`src/rtl/monostable_multi.sv`:
```
// monostable_multi: N_CH independent edge-triggered one-shot pulse generators
// sharing one programmable pulse length. Each channel has a two-state FSM with
// a down-counter. A sticky missed flag records edges dropped while a channel
// is busy.
//
//   state  | meaning
//   -------+------------------------------------------------------------
//   IDLE   | pulse low; an accepted edge loads cnt = L-1 and goes ACTIVE
//   ACTIVE | pulse high; cnt counts down, returns to IDLE after cnt == 0
module monostable_multi #(
  parameter int N_CH   = 4,
  parameter int CNT_W  = 8,
  parameter int RETRIG = 0
) (
  input  logic             reloj,
  input  logic             resetM,
  input  logic [N_CH-1:0]  trigger,
  input  logic             enable,
  input  logic [CNT_W-1:0] pulse_len,
  input  logic             clr_missed,
  output logic [N_CH-1:0]  pulse,
  output logic [N_CH-1:0]  missed,
  output logic             any_pulse
);

  typedef enum logic {IDLE = 1'b0, ACTIVE = 1'b1} state_t;

  state_t           st_q [N_CH];
  state_t           st_d [N_CH];
  logic [CNT_W-1:0] cnt_q [N_CH];
  logic [CNT_W-1:0] cnt_d [N_CH];
  logic [N_CH-1:0]  trig_q;
  logic [N_CH-1:0]  edge_ok;
  logic [N_CH-1:0]  miss_set;
  logic [N_CH-1:0]  pulse_d;
  logic [N_CH-1:0]  missed_d;
  logic             any_d;
  logic [CNT_W-1:0] len_m1;

  // A zero pulse_len is treated as one cycle, so the reload value saturates at 0.
  assign len_m1 = (pulse_len == '0) ? '0 : pulse_len - CNT_W'(1);

  // Only rising edges seen while enabled are acted on, either accepted or flagged.
  assign edge_ok = trigger & ~trig_q & {N_CH{enable}};

  // State register: per-channel FSM, counters, trigger history and registered outputs.
  always_ff @(posedge reloj) begin
    if (resetM) begin
      for (int i = 0; i < N_CH; i++) begin
        st_q[i]  <= IDLE;
        cnt_q[i] <= '0;
      end
      trig_q    <= '1;
      pulse     <= '0;
      missed    <= '0;
      any_pulse <= 1'b0;
    end else begin
      for (int i = 0; i < N_CH; i++) begin
        st_q[i]  <= st_d[i];
        cnt_q[i] <= cnt_d[i];
      end
      trig_q    <= trigger;
      pulse     <= pulse_d;
      missed    <= missed_d;
      any_pulse <= any_d;
    end
  end

  // Next-state logic: start, count down, reload on retrigger, or drop the edge.
  always_comb begin
    for (int i = 0; i < N_CH; i++) begin
      st_d[i]     = st_q[i];
      cnt_d[i]    = cnt_q[i];
      miss_set[i] = 1'b0;
      case (st_q[i])
        IDLE: begin
          if (edge_ok[i]) begin
            st_d[i]  = ACTIVE;
            cnt_d[i] = len_m1;
          end
        end
        ACTIVE: begin
          if (edge_ok[i] && (RETRIG != 0)) begin
            cnt_d[i] = len_m1;
          end else begin
            miss_set[i] = edge_ok[i];
            if (cnt_q[i] == '0) begin
              st_d[i] = IDLE;
            end else begin
              cnt_d[i] = cnt_q[i] - CNT_W'(1);
            end
          end
        end
        default: begin
          st_d[i]  = IDLE;
          cnt_d[i] = '0;
        end
      endcase
    end
  end

  // Output logic: pulse follows the next state so the registered pulse tracks
  // ACTIVE exactly; a missed-set wins over a simultaneous clear.
  always_comb begin
    pulse_d = '0;
    for (int i = 0; i < N_CH; i++) begin
      pulse_d[i] = (st_d[i] == ACTIVE);
    end
    missed_d = (missed & ~{N_CH{clr_missed}}) | miss_set;
    any_d    = |pulse_d;
  end

endmodule

```
`config.mk`:
```
export PLATFORM = sky130hd
export DESIGN_NAME = monostable_multi
export DESIGN_NICKNAME = d
export VERILOG_FILES = /design/src/rtl/monostable_multi.sv
export SDC_FILE = /design/constraint.sdc
export NUM_CORES = 1
export LEC_CHECK = 0
export CAP_MARGIN = 10
export CORE_MARGIN = 2
export CORE_UTILIZATION = 52
export DETAILED_ROUTE_END_ITERATION = 6
export PLACE_DENSITY = 0.74
export SYNTH_ARGS = -nofsm -noshare
export SYNTH_HDL_FRONTEND = slang
export SYNTH_SLANG_ARGS = --single-unit
```
`constraint.sdc`:
```
create_clock -name reloj -period 1.95 [get_ports reloj]
set_input_delay 0.195 -clock reloj [delete_from_list [all_inputs] [get_ports reloj]]
set_output_delay 0.195 -clock reloj [all_outputs]
set_load 0.05 [all_outputs]
```
Word-level counts from Yosys, hierarchy flattened
Memory sizes are Yosys's and may differ from the RTL's.
Cells that the tools add are included.
W data, S select, Z words.
Operators by class
  reduce and logical (&&, ||, !) cells: 6
  bitwise operators: 18
  $add $sub $neg: 5
  mux-type cells: 40
Operators with widths (number)
  $mux W8: 13
  $pmux W8 S2: 4
  $logic_not A8 Y1: 5
  $sub A8 B1 Y8 const B: 5
  $mux W1: 19
  $and A4 B4 Y4: 3
  $not A4 Y4: 2
  $or A1 B1 Y1: 8
  $pmux W1 S2: 4
  $not A1 Y1: 4
  $or A4 B4 Y4: 1
  $reduce_or A4 Y1: 1
Storage, ports and cells
  output and inout port bits: 9
  memory bits (writable): 36
  flip-flop bits (word level): 13
  memories: 2
Memory list
  cnt_q: depth 4, width 8, rd ports 4, clocked after memory_dff 0, write ports 4, RTL line 30  | logic [CNT_W-1:0] cnt_q [N_CH];
  st_q: depth 4, width 1, rd ports 4, clocked after memory_dff 0, write ports 4, RTL line 28  | state_t st_q [N_CH];

Logic depth before layout (Yosys ltp)
  depth in word-level cells: 6
  mapped depth: 7

Least setup slack after synthesis
Ideal clock, no wire load.
  path kind: reg2reg
  from: mem cnt_q[1][0]
  to: mem cnt_q[1][1]
  stages on the path, launching flop included: 7
  path slack: 0.149 ns
  arrival: 1.706 ns
  path buffers: 0
  library setup time: 0.095 ns
  data required time: 1.855 ns
  cells stage by stage: dfxtp_1 -> inv_1 -> ha_1 -> or4b_2 -> o22ai_2 -> a21oi_1 -> a221oi_1
RTL lines (RTL line)
  start, declared: 30

==> impl_metrics.yaml <==
sta:
  hold_violations: 0
  setup_viol: 1
  maxSlewHeadroom_pct: 53.60
  period_minus_slack_ps: 1952
  fmax_ghz: 0.5123
  finalSetupTns_ps: -1.961
  grt_setup_unrepaired: "yes"
  tightest_slew_ps: 689.8
  layout_setup_ws_ps: -1.961
  period_share_pct: 100.1
  finalClockSkew_ps: 6.542
  drv_slew: 0
cells_and_area:
  nets: 422
  layout_commonest_cell: "buf_4"
  final_cell_mix: "50 x buf_4, 45 x dfxtp_1, 35 x inv_1"
  drive_above_1_share_pct: 20.65
  num-fill-cells: 427
  syn2layout_area_growth_pct: 25.89
  antennaDiodeCount: 0
  fin_area_um2: 3553
synthesis:
  syn-num-nets: 365
  ys_types: 52
  synth_area_leaders: "dfxtp_1 32%, a21oi_1 5.0%, inv_1 4.7%"
  yosysSeqAreaShare_pct: 31.91
  yosys_register_bits: 45
  synth_top_flop_cell: "dfxtp_1"
  async_flop_share_pct: 0
  synth_edf_count: 0
  synth_top_area_share_pct: 31.91
  avgSynthCellArea_um2: 8.327
  yosysTopAreaCell: "dfxtp_1"
  synth_warnings: 0
  syn_inst: 339
  synth_area_um2: 2823
setup_path:
  setup.worst_path.end_class: "flip-flop"
  r2r_end: "cnt_q[0][1]$_SDFFE_PP0P_"
  path_class: "reg2reg"
  r2r-start: "cnt_q[0][1]$_SDFFE_PP0P_"
  crit_arrival_ps: 2180
  crit_required_ps: 2180
  crit_path_start_kind: "flip-flop"
  crit_start: "cnt_q[0][1]$_SDFFE_PP0P_"
  cp_max_fo: 6
  rrSetupSlack_ps: -2
  rr_worst_depth: 7
clock_network:
  cts-root-buf: "clkbuf_8"
  cts_buffers: 5
  cts_tree: "done"
  htree_levels: 2
  clockBufferDepth: 2
  cts.sink_count: 45
  clock_latency_ps: 310
  clkTransAtPathRegs_ps: 90
routing:
  first_pass_iters: 4
  avgViaCountPerCell: 5.981
  ant_nets: 0
  route.detailed.drc: 0
  wirelength_mm: 7.593
  wire_per_inst_um: 16.26
  vias: 2793
  drtIter0Drc: 186
place:
  place_area_um2: 3401
  globalplace.congestion: 0.8824
  dp_hpwl_mm: 5.537
  io_buffers: 24
pwr:
  ir_drop_uv: 521.2
  leakagePower_uw: 0.001441
  power.density_nw_per_um2: 640.2
die:
  rows: 26
  fp.dieW_um: 77.68
  io_pins: 25
  fp.dieArea_um2: 6033
  core_um2: 5172
  initial_core_util_pct: 54.57
  die_y_um: 77.68
global_route:
  antenna_found_initial: 0
  overflow: 0
  grt_pass1_wl_mm: 12.60
  track_usage_pct: 26.12
  grt_pass1_vias: 2711
  grt_max_degree: 30
hold_path:
  hold_start: "cnt_q[3][0]$_SDFFE_PP0P_"
  hold_end: "cnt_q[3][0]$_SDFFE_PP0P_"
  hold_depth: 2
  hold_path.class: "reg2reg"
run:
  maxCapViolations: 0
run_status:
  outcome: "finished with violations"
  violations: "negative setup slack"
[logic make-up (layout without fill, tap and decap cells)]
group                      after synthesis  after routing  synth area share (%)
AOI/OAI and AO/OA                      103            103                 27.13
DFF                                     45             45                 31.91
and+or+nand+nor                        117            117                 25.66
buffers and inverters                   56            114                 8.112
adders and majority gates               10             10                 4.433
muxes                                    6              6                 2.128
xor gates and xnor gates                 2              2                0.6207
[routing by layer]
metal	vias up	wire [µm]	GRT usage, %
met5	-	0	0
met4	0	130	9.286
met3	11	461	4.302
met2	96	3607	44.22
met1	1306	3393	33.41
li1	1380	-	-
[per-stage QoR]
stage	utilization (%)	std cells	hold slack, ps	setup slack (ps)	power (µW)
final	68.70	467	479.4	-1.961	2275
after global routing	68.70	467	504.4	-87.75	2365
after CTS	68.21	466	482.9	6.925	2265
after detailed placement	65.75	458	470.1	-218.4	1520
after global placement	65.75	458	458.4	-122.0	1509
after floorplan	-	339	301.6	148.8	1327
[area by class of cell]
type	count	area (µm²)	share of cell area, %
clock buffers	6	82.58	2.324
inverters	35	131.4	3.697
flip-flops and latches	45	900.9	25.35
clock inverters	2	37.54	1.056
well taps	70	87.58	2.465
repair buffers	71	595.6	16.76
multi-input cells	238	1718	48.35
[cells in the mapped netlist (all sizes together) (8+ instances only)]
cell    number
clkbuf      12
nor3         9
a21oi       28
or3          8
nor2b       15
nand2       12
ha          10
or2         11
o32ai       13
o22ai        9
buf          9
a31oi       11
dfxtp       45
nand3b       8
inv         35
nor2        16
[critical path, stage by stage (launching register included)]
cell and delay [ps]:
dfxtp_1 340, inv_1 100, ha_1 210, or4bb_1 490
o22ai_4 280, buf_4 200, nor3_1 60, a211oi_1 190
[worst max path at each step]
stage | end | slack (ps) | cells past startpoint
floorplan | cnt_q[1][1]$_SDFFE_PP0P_ | 150 | 6
global placement | cnt_q[1][6]$_SDFFE_PP0P_ | -120 | 7
detailed placement | cnt_q[2][5]$_SDFFE_PP0P_ | -220 | 5
CTS | cnt_q[0][1]$_SDFFE_PP0P_ | 7 | 7
global route | cnt_q[0][1]$_SDFFE_PP0P_ | -90 | 7
finish | cnt_q[0][1]$_SDFFE_PP0P_ | -2 | 7
[sequential cells by signal, indices dropped and copies added (netlist names)]
name / count
any_pulse: 1
cnt_q: 32
missed: 4
pulse: 4
trig_q: 4
[power breakdown]
part	leakage [µW]	switching (µW)	internal [µW]
clock network	0.0000574	336	417
registers	0.000366	31.2	961
logic	0.00102	285	245
[repair_timing]
item,CTS,global route
hold buffers,0,0
buffers inserted,0,1
pin swaps,0,1
gates resized for setup,1,3
endpoints found under the setup margin,4,11
(Power assumes the default switching activity.)
